$ cat src/rtl/fht_loader_pkg.sv
// Shared types and helpers for the ADC-to-FHT frame loader.
package fht_loader_pkg;

    typedef enum logic [1:0] {IDLE, LOAD, START, WAIT} state_t;

    localparam int N_POINT_DEF = 1024;
    localparam int LOG2_N      = $clog2(N_POINT_DEF);

    // Mirrors the low nbits of k; bits above nbits come back as zero.
    function automatic logic [31:0] rev(input logic [31:0] k, input int nbits);
        logic [31:0] r;
        r = '0;
        for (int i = 0; i < 32; i++) begin
            if (i < nbits) r[nbits-1-i] = k[i];
        end
        return r;
    endfunction

endpackage

$ cat src/rtl/fht_adc_loader_if.sv
// Bus between the ADC loader, the ADC source and fht_top's input banks.
interface fht_adc_loader_if #(
    parameter int ADC_BIT = 15,
    parameter int A_BIT   = 8
);
    logic                      iEN;
    logic signed [ADC_BIT-1:0] iADC_DATA;
    logic                      iADC_VALID;
    logic                      oADC_READY;
    logic signed [ADC_BIT-1:0] oDATA;
    logic [A_BIT-1:0]          oADDR_WR;
    logic [3:0]                oWE;
    logic                      oSTART;
    logic                      iFHT_RDY;
    logic                      oBUSY;
    logic                      oOVF;

    modport master (
        input  iEN, iADC_DATA, iADC_VALID, iFHT_RDY,
        output oADC_READY, oDATA, oADDR_WR, oWE, oSTART, oBUSY, oOVF
    );

    modport slave (
        output iEN, iADC_DATA, iADC_VALID, iFHT_RDY,
        input  oADC_READY, oDATA, oADDR_WR, oWE, oSTART, oBUSY, oOVF
    );
endinterface

$ cat src/rtl/fht_bank_addr_gen.sv
// Maps sample index k to a bank one-hot and bank address, registered one cycle.
module fht_bank_addr_gen
    import fht_loader_pkg::*;
#(
    parameter int A_BIT  = 8,
    parameter int BITREV = 0
) (
    input  logic               clk,
    input  logic               rst_n,
    input  logic [A_BIT+1:0]   k,
    input  logic               wr,
    output logic [3:0]         we,
    output logic [A_BIT-1:0]   addr
);
    localparam int LG_N = A_BIT + 2;

    logic [LG_N-1:0] p;

    // NOTE: p gets a value on every path before any condition, so no latch is inferred.
    always_comb begin
        p = k;
        if (BITREV != 0) p = LG_N'(rev(32'(k), LG_N));
    end

    // The low two index bits select the bank, the rest form the bank address.
    always_ff @(posedge clk or negedge rst_n) begin
        if (!rst_n) begin
            we   <= '0;
            addr <= '0;
        end else begin
            we <= '0;
            if (wr) begin
                we   <= 4'b0001 << p[1:0];
                addr <= p[A_BIT+1:2];
            end
        end
    end

endmodule

$ cat src/rtl/fht_adc_loader.sv
// Streams one N-point ADC frame into fht_top's banks, pulses iSTART, then waits for oRDY.
module fht_adc_loader
    import fht_loader_pkg::*;
#(
    parameter int ADC_BIT = 15,
    parameter int A_BIT   = 8,
    parameter int N_POINT = N_POINT_DEF,
    parameter int BITREV  = 0
) (
    input  logic              iCLK,
    input  logic              iRESET,
    fht_adc_loader_if.master  bus
);
    localparam int              LG_N   = A_BIT + 2;
    localparam logic [LG_N-1:0] K_LAST = LG_N'(N_POINT - 1);

    state_t          state;
    logic [LG_N-1:0] k;
    logic            gap_q;
    logic            rdy_q;
    logic            accept;

    assign accept = bus.iADC_VALID & bus.oADC_READY & (state == LOAD);

    fht_bank_addr_gen #(
        .A_BIT  (A_BIT),
        .BITREV (BITREV)
    ) u_addr_gen (
        .clk   (iCLK),
        .rst_n (iRESET),
        .k     (k),
        .wr    (accept),
        .we    (bus.oWE),
        .addr  (bus.oADDR_WR)
    );

    // NOTE: every register here updates with <=, so all reads see pre-edge values.
    always_ff @(posedge iCLK or negedge iRESET) begin
        if (!iRESET) begin
            state          <= IDLE;
            k              <= '0;
            gap_q          <= 1'b0;
            rdy_q          <= 1'b0;
            bus.oADC_READY <= 1'b0;
            bus.oDATA      <= '0;
            bus.oSTART     <= 1'b0;
            bus.oBUSY      <= 1'b0;
            bus.oOVF       <= 1'b0;
        end else begin
            rdy_q      <= bus.iFHT_RDY;
            bus.oSTART <= 1'b0;
            bus.oOVF   <= bus.iEN & (bus.oOVF | (bus.iADC_VALID & ~bus.oADC_READY));
            if (accept) bus.oDATA <= ADC_BIT'(bus.iADC_DATA);

            unique case (state)
                IDLE: begin
                    k              <= '0;
                    bus.oBUSY      <= 1'b0;
                    bus.oADC_READY <= bus.iEN;
                    if (bus.iEN) state <= LOAD;
                end
                LOAD: begin
                    // A completed frame wins over a simultaneous disarm.
                    if (accept && k == K_LAST) begin
                        k              <= '0;
                        gap_q          <= 1'b0;
                        state          <= START;
                        bus.oADC_READY <= 1'b0;
                        bus.oBUSY      <= 1'b1;
                    end else if (!bus.iEN) begin
                        k              <= '0;
                        state          <= IDLE;
                        bus.oADC_READY <= 1'b0;
                        bus.oBUSY      <= 1'b0;
                    end else begin
                        bus.oADC_READY <= 1'b1;
                        if (accept) begin
                            k         <= k + 1'b1;
                            bus.oBUSY <= 1'b1;
                        end
                    end
                end
                START: begin
                    // First cycle is the gap after the final write strobe.
                    gap_q <= 1'b1;
                    if (gap_q) begin
                        bus.oSTART <= 1'b1;
                        state      <= WAIT;
                    end
                end
                WAIT: begin
                    if (bus.iFHT_RDY && !rdy_q) begin
                        state          <= bus.iEN ? LOAD : IDLE;
                        bus.oADC_READY <= bus.iEN;
                        bus.oBUSY      <= 1'b0;
                    end
                end
                default: state <= IDLE;
            endcase
        end
    end

endmodule

$ cat src/flat_wrapper.sv
// flat-port wrapper written by rule: the top's interface ports become plain ports
module fht_adc_loader_flat import fht_loader_pkg::*;
#(
    parameter int ADC_BIT = 15,
    parameter int A_BIT   = 8,
    parameter int N_POINT = N_POINT_DEF,
    parameter int BITREV  = 0
)
  (iCLK, iRESET, bus_iEN, bus_iADC_DATA, bus_iADC_VALID, bus_iFHT_RDY, bus_oADC_READY, bus_oDATA, bus_oADDR_WR, bus_oWE, bus_oSTART, bus_oBUSY, bus_oOVF);
  fht_adc_loader_if #(.ADC_BIT(ADC_BIT), .A_BIT(A_BIT)) bus_i ();
  input  logic iCLK;
  input  logic iRESET;
  input wire logic [$bits(bus_i.iEN)-1:0] bus_iEN;
  input wire logic [$bits(bus_i.iADC_DATA)-1:0] bus_iADC_DATA;
  input wire logic [$bits(bus_i.iADC_VALID)-1:0] bus_iADC_VALID;
  input wire logic [$bits(bus_i.iFHT_RDY)-1:0] bus_iFHT_RDY;
  output wire logic [$bits(bus_i.oADC_READY)-1:0] bus_oADC_READY;
  output wire logic [$bits(bus_i.oDATA)-1:0] bus_oDATA;
  output wire logic [$bits(bus_i.oADDR_WR)-1:0] bus_oADDR_WR;
  output wire logic [$bits(bus_i.oWE)-1:0] bus_oWE;
  output wire logic [$bits(bus_i.oSTART)-1:0] bus_oSTART;
  output wire logic [$bits(bus_i.oBUSY)-1:0] bus_oBUSY;
  output wire logic [$bits(bus_i.oOVF)-1:0] bus_oOVF;
  assign bus_i.iEN = bus_iEN;
  assign bus_i.iADC_DATA = bus_iADC_DATA;
  assign bus_i.iADC_VALID = bus_iADC_VALID;
  assign bus_i.iFHT_RDY = bus_iFHT_RDY;
  assign bus_oADC_READY = bus_i.oADC_READY;
  assign bus_oDATA = bus_i.oDATA;
  assign bus_oADDR_WR = bus_i.oADDR_WR;
  assign bus_oWE = bus_i.oWE;
  assign bus_oSTART = bus_i.oSTART;
  assign bus_oBUSY = bus_i.oBUSY;
  assign bus_oOVF = bus_i.oOVF;
  fht_adc_loader #(.ADC_BIT(ADC_BIT), .A_BIT(A_BIT), .N_POINT(N_POINT), .BITREV(BITREV)) u_core (.iCLK(iCLK), .iRESET(iRESET), .bus(bus_i));
endmodule
$ cat config.mk
export PLATFORM = sky130hd
export DESIGN_NAME = fht_adc_loader_flat
export DESIGN_NICKNAME = d
export VERILOG_FILES = /design/src/rtl/fht_loader_pkg.sv /design/src/rtl/fht_adc_loader_if.sv /design/src/rtl/fht_bank_addr_gen.sv /design/src/rtl/fht_adc_loader.sv /design/src/flat_wrapper.sv
export SDC_FILE = /design/constraint.sdc
export NUM_CORES = 1
export LEC_CHECK = 0
export ABC_AREA = 1
export CELL_PAD_IN_SITES_DETAIL_PLACEMENT = 0
export CELL_PAD_IN_SITES_GLOBAL_PLACEMENT = 1
export CORE_MARGIN = 3
export CORE_UTILIZATION = 29
export DETAILED_ROUTE_END_ITERATION = 6
export PLACE_DENSITY = 0.77
export SYNTH_ARGS = -nofsm -noshare
export SYNTH_HDL_FRONTEND = slang
export SYNTH_SLANG_ARGS = --single-unit
$ cat constraint.sdc
create_clock -name iCLK -period 2.4 [get_ports iCLK]
set_input_delay 0.48 -clock iCLK [delete_from_list [all_inputs] [get_ports iCLK]]
set_output_delay 0.48 -clock iCLK [all_outputs]
set_load 0.02 [all_outputs]
==> flow_summary.ini, run 1 <==
[global_routing]
grt_pass1_wl_um = 7580
grt_max_degree = 46
grt_pass1_vias = 1656
antenna_found_initial = 0
grtUsageTotal_pct = 12.0
grt.overflow.total = 0

[yosys]
yosysMostFrequentCell = nand2_1
synth_ff_type = dfrtp_1
yosys_warnings = 0
async_flop_share_pct = 100
yosys-top-cells-area = dfrtp_1, nand2_1, inv_1
synthCells = 237
synth_nets = 261
synth_top_area_share_pct = 55.7
synth_commonest_cells = nand2_1, dfrtp_1, inv_1, nor2_1, o21ai_1
yosysSeqAreaShare_pct = 55.7
synth_edf_count = 0
synth_area_um2 = 2020
synth_seq_cells = 45
synth.avg_cell_area_um2 = 8.54
synth_area_leader_cell = dfrtp_1
ys_types = 24

[detailed_routing]
wl_um = 4510
wl_per_cell_um = 11.7
postRouteAntennaNets = 0
drc = 0
firstDrtPassIters = 4
viasPerCell = 4.37
drt-initial-drc-count = 63
num_vias = 1687

[worst_setup_path]
rrSetupSlack_ps = 750
arrival_ps = 1270
crit_family = buffers and inverters
worst-path-buf-inv = 1
crit_type = reg -> out
required_ps = 1920
start_kind = flip-flop
worst-path-max-fanout = 2
crit_chain = clkdlybuf4s50_1
cp_slowest_stage_delay_ps = 610
cp_slowest_cell = clkdlybuf4s50_1
end_kind = output pin

[clocking]
cts_made_buffers = 5
post_cts_buffers = 0
clk_pin_slew_ps = 80
htree_levels = 2
clk-insertion-delay-late_ps = 290
cts.repair.resized = 0
holdBufCountCts = 0
cts-root-buf = clkbuf_8
cts_tree = yes
cts_sinks = 45
cts_buffer_depth = 2

[placed_design]
placed_cell_area_um2 = 2630
gp_congestion = 0.837
numPortBuffers = 50
place_hpwl_um = 3260

[floorplanning]
std_cell_rows = 29
die_h_um = 89.5
die_x_um = 89.5
start_util_pct = 30.8
core_region_area_um2 = 6570
io_pins = 51
dieArea_um2 = 8010

[layout]
design_area_um2 = 2750
synthToLayoutAreaGrowth_pct = 35.7
drive_above_1_share_pct = 9.90
antenna_cells = 0
nNetsFinal = 316

[sta]
timing.fmax_mhz = 570
timing.setup.tns_ps = 0
fin_skew_ps = 2.66
fin_crit_ps = 1750
rsz0062_at_grt = no
finalMaxSlewViolations = 0
worst_hold_slack_ps = 254
finalHoldViolCount = 0
tightest_slew_ps = 560
setup_viol = 0
max_slew_margin_pct = 62.6
fin_crit_sh_pct = 73.1

[power]
vdd_drop_max_v = 0.000275
p_per_area_nw_per_um2 = 908
p_leak_nw = 1.31

[job]
max_cap_viol_count = 0

[status]
status = completed

[hold_path]
hold_class = in -> async
## cell type report
cell class / count / area, um^2
multi-input cells: 162 / 772
fillers: 677 / 3820
repair buffers: 53 / 518
inverters: 25 / 93.8
clock buffers: 6 / 82.6
well taps: 93 / 116
flip-flops and latches: 45 / 1130
clock inverters: 2 / 37.5
## layer usage
metal  track usage [%]  share of wire [%]  vias up
met4              3.25               0.95        0
met3              3.23                6.6        5
li1                  -                  -      847
met2              20.2                 44       48
met1              15.3                 48      787
met5                 0                  0        -
## per-stage QoR
step	util, %	instances	power [mW]	setup WS, ps
finish	41.8	386	2.49	646
global route	41.8	386	2.66	583
CTS	41.8	386	2.53	627
detailed placement	40.0	378	1.92	459
global placement	40.0	378	1.91	500
floorplan	-	237	1.51	1020
## worst reg2reg max path: cells and delay by family, from the launching register on
kind                       cells  cell delay (ps)
AOI/OAI and AO/OA              1              220
adders and majority gates      1              190
DFF                            1              440
and+or+nand+nor                6              690
## final timing paths
check	from	end	cells past startpoint
setup reg to reg	u_core.k[0]	u_core.k[5]	8
max in group asynchronous	iRESET	u_core.bus.oDATA[12]	2
hold reg to reg	u_core.bus.oDATA[12]	u_core.bus.oDATA[12]	2
hold / removal	iRESET	u_core.rdy_q	2
setup / recovery	u_core.bus.oBUSY	bus_oBUSY	1
min in group iCLK	u_core.bus.oDATA[12]	u_core.bus.oDATA[12]	2
## where the power goes
part | internal, mW | total, mW | switching (mW)
combinational | 0.387 | 0.877 | 0.491
sequential | 0.916 | 1.02 | 0.0999
clock | 0.339 | 0.601 | 0.262
## cell families after synthesis
kind of cell | synth area share (%)
AND/OR/NAND/NOR | 28.3
flip-flops | 55.7
buffers and inverters | 6.18
AO/OA/AOI/OAI | 6.06
adder cells (fa/ha/maj) | 2.47
XOR/XNOR | 1.30
## state kept, by name, summed over array words and instances (netlist names), named ones only
register	count
u_core.bus.oADC_READY	1
u_core.bus.oBUSY	1
u_core.bus.oDATA	15
u_core.bus.oOVF	1
u_core.bus.oSTART	1
u_core.gap_q	1
u_core.k	10
u_core.rdy_q	1
u_core.state	1
u_core.u_addr_gen.addr	8
u_core.u_addr_gen.we	4
## layout by cell type, fill, tap and decap left out, types with 4 or more instances in the layout
master           count
dfrtp_1             45
ha_1                 4
nand2_1             95
nor2_1              13
inv_2                5
o21ai_1             13
clkdlybuf4s50_1     49
inv_1               20
nand2_2              4
nand3_1             10
clkbuf_8             6
No activity file was read; power rests on OpenSTA's default activity.
==> run 2, diff against run 1 <==
PLACE_DENSITY = 0.8   (was 0.77)
clock period = 1.54 ns   (was 2.4 ns; I/O delays follow)
==> run 2 against run 1 <==
  * Non-clock buffer count increased by 18
  * Wire length increased by 4.6%
  * First-iteration DRC count decreased by 17%
  * Cell area increased by 3.7%
  * Via count increased by 1.4%
  * Power increased by 47%
  * Highest routed layer unchanged
  * Largest cell class unchanged
  * Register-to-register slack got worse by 640 ps
  * Hold slack improved by 200 ps
  * Clock skew increased by 7.3 ps
  * Cell count increased by 4.4%
==> flow_summary.ini, run 2 (synthesis gave the netlist of run 1 again) <==
[worst_setup_path]
reg2reg_from = u_core.k[0]
required_ps = 1740
crit_type = reg -> reg
worst-path-max-fanout = 3
end_kind = flip-flop
r2r-end = u_core.bus.oBUSY
r2r_cells = 9
rrSetupSlack_ps = 110
arrival_ps = 1630
start_kind = flip-flop

[sta]
fin_skew_ps = 10.0
timing.fmax_mhz = 699
setup_viol = 0
finalHoldViolCount = 0
rsz0062_at_grt = yes
fin_crit_ps = 1430
max_slew_margin_pct = 74.4
timing.setup.tns_ps = 0
finalMaxSlewViolations = 0
fin_crit_sh_pct = 92.8
setup_slack_ps = 110
tightest_slew_ps = 384

[power]
total_power_mw = 3.66
pwr-share-comb_pct = 36.8
p_sw_mw = 1.34
p_int_mw = 2.32
p_clk_share_pct = 20.6
vdd_drop_max_v = 0.000497
p_seq_share_pct = 42.6
swShare_pct = 36.6
p_per_area_nw_per_um2 = 1290
p_leak_nw = 1.52

[clocking]
cts_sinks = 45
clk_pin_slew_ps = 90
cts_buffer_depth = 2
cts_made_buffers = 5
cts_tree = yes
htree_levels = 2
clk-insertion-delay-late_ps = 300
cts-root-buf = clkbuf_8

[layout]
drive_above_1_share_pct = 15.5
largest_register_ffs = 15
largestRegisters = u_core.bus.oDATA: 15 flops, u_core.k: 10 flops, u_core.u_addr_gen.addr: 8 flops
fin_cells = 403
antenna_cells = 0
largest-register = u_core.bus.oDATA
final_cell_mix = nand2_1, dfrtp_1, dlygate4sd2_1, inv_1, buf_4
synthToLayoutAreaGrowth_pct = 40.8
nNetsFinal = 334
finish.utilization_pct = 43.4
layout_commonest_cell = nand2_1

[global_routing]
grt_max_degree = 31
grtUsageTotal_pct = 12.3
grt_pass1_vias = 1698
grt.overflow.total = 0
grt_pass1_wl_um = 7590
antenna_found_initial = 0

[detailed_routing]
firstDrtPassIters = 4
viasPerCell = 4.25
drc = 0
num_vias = 1711
wl_per_cell_um = 11.7
wl_um = 4710
postRouteAntennaNets = 0
drt-initial-drc-count = 52

[hold_path]
hold_class = in -> async

[job]
max_cap_viol_count = 0

[floorplanning]
die_h_um = 89.5
dieArea_um2 = 8010
core_region_area_um2 = 6570
die_x_um = 89.5
io_pins = 51
std_cell_rows = 29
start_util_pct = 30.8

[placed_design]
pre_cts_ws_ps = -154
numPortBuffers = 50
place_hpwl_um = 3530
dpl.cell_count = 395
gp_congestion = 0.897

[status]
status = completed
## run 2: cell count changes in the layout (fill, tap and decap cells not counted), sizes merged
cell	previous run	this run
clkdlybuf4s50	49	18
dlygate4sd2	0	29
buf	4	21
dlymetal6s2s	0	2
bufinv	1	0
dlygate4sd3	0	1
## run 2: per-stage QoR
step,area (um^2),hold slack (ps)
after floorplan,2020,12.4
after global placement,2770,250
after detailed placement,2770,259
after CTS,2830,466
after global routing,2850,471
final,2850,451
## run 2: how the worst max path moves through the flow
stage,slack [ps],to,startpoint
floorplan,160,u_core.state[0],u_core.k[0]
global placement,-100,u_core.state[0],bus_iADC_VALID
detailed placement,-150,u_core.k[6],bus_iADC_VALID
CTS,3,bus_oWE[0],u_core.u_addr_gen.we[0]
global route,-40,u_core.bus.oBUSY,u_core.k[0]
finish,110,u_core.bus.oBUSY,u_core.k[0]
## run 2: area by class of cell
cell class                      instances  area, um^2
Timing Repair Buffer                   71         637
Sequential cell                        45        1130
Inverter                               25        93.8
Tap cell                               93         116
Clock buffer                            6        82.6
Clock inverter                          1        7.51
Fill cell                             683        3720
Multi-Input combinational cell        162         785
## run 2: repair_timing
| item | in CTS | in global routing |
|---|---|---|
| hold buffers | 1 | 0 |
| buffers inserted | 0 | 0 |
| cloned | 0 | 0 |
| endpoints found under the setup margin | 29 | 5 |
| pin swaps | 0 | 1 |
| resized for setup | 29 | 5 |
| hold endpoints to repair | 15 | 0 |
## run 2: critical path, stage by stage, from the launching register on
cell      delay (ps)
dfrtp_1          390
ha_1             210
nand2_1          100
nor2_2            60
nand2_1          110
inv_1             80
nand3_2          100
nand2_2           90
o21bai_1         140
inv_1             50
## run 2: routing by layer
layer	part of all wire (%)	up-vias	track usage [%]
met5	0	-	0
met4	1.1	0	3.79
met3	6.8	5	2.95
met2	43	54	20.6
met1	49	772	15.7
li1	-	880	-
## run 2: power groups by stage
stage                     logic [mW]  clock network [mW]  registers (mW)
after CTS                       1.37               0.786            1.56
after global placement          1.49                   0            1.59
after detailed placement        1.52                   0            1.59
after floorplan                0.486                   0            1.87
final                           1.35               0.753            1.56
after global routing            1.49               0.842            1.59
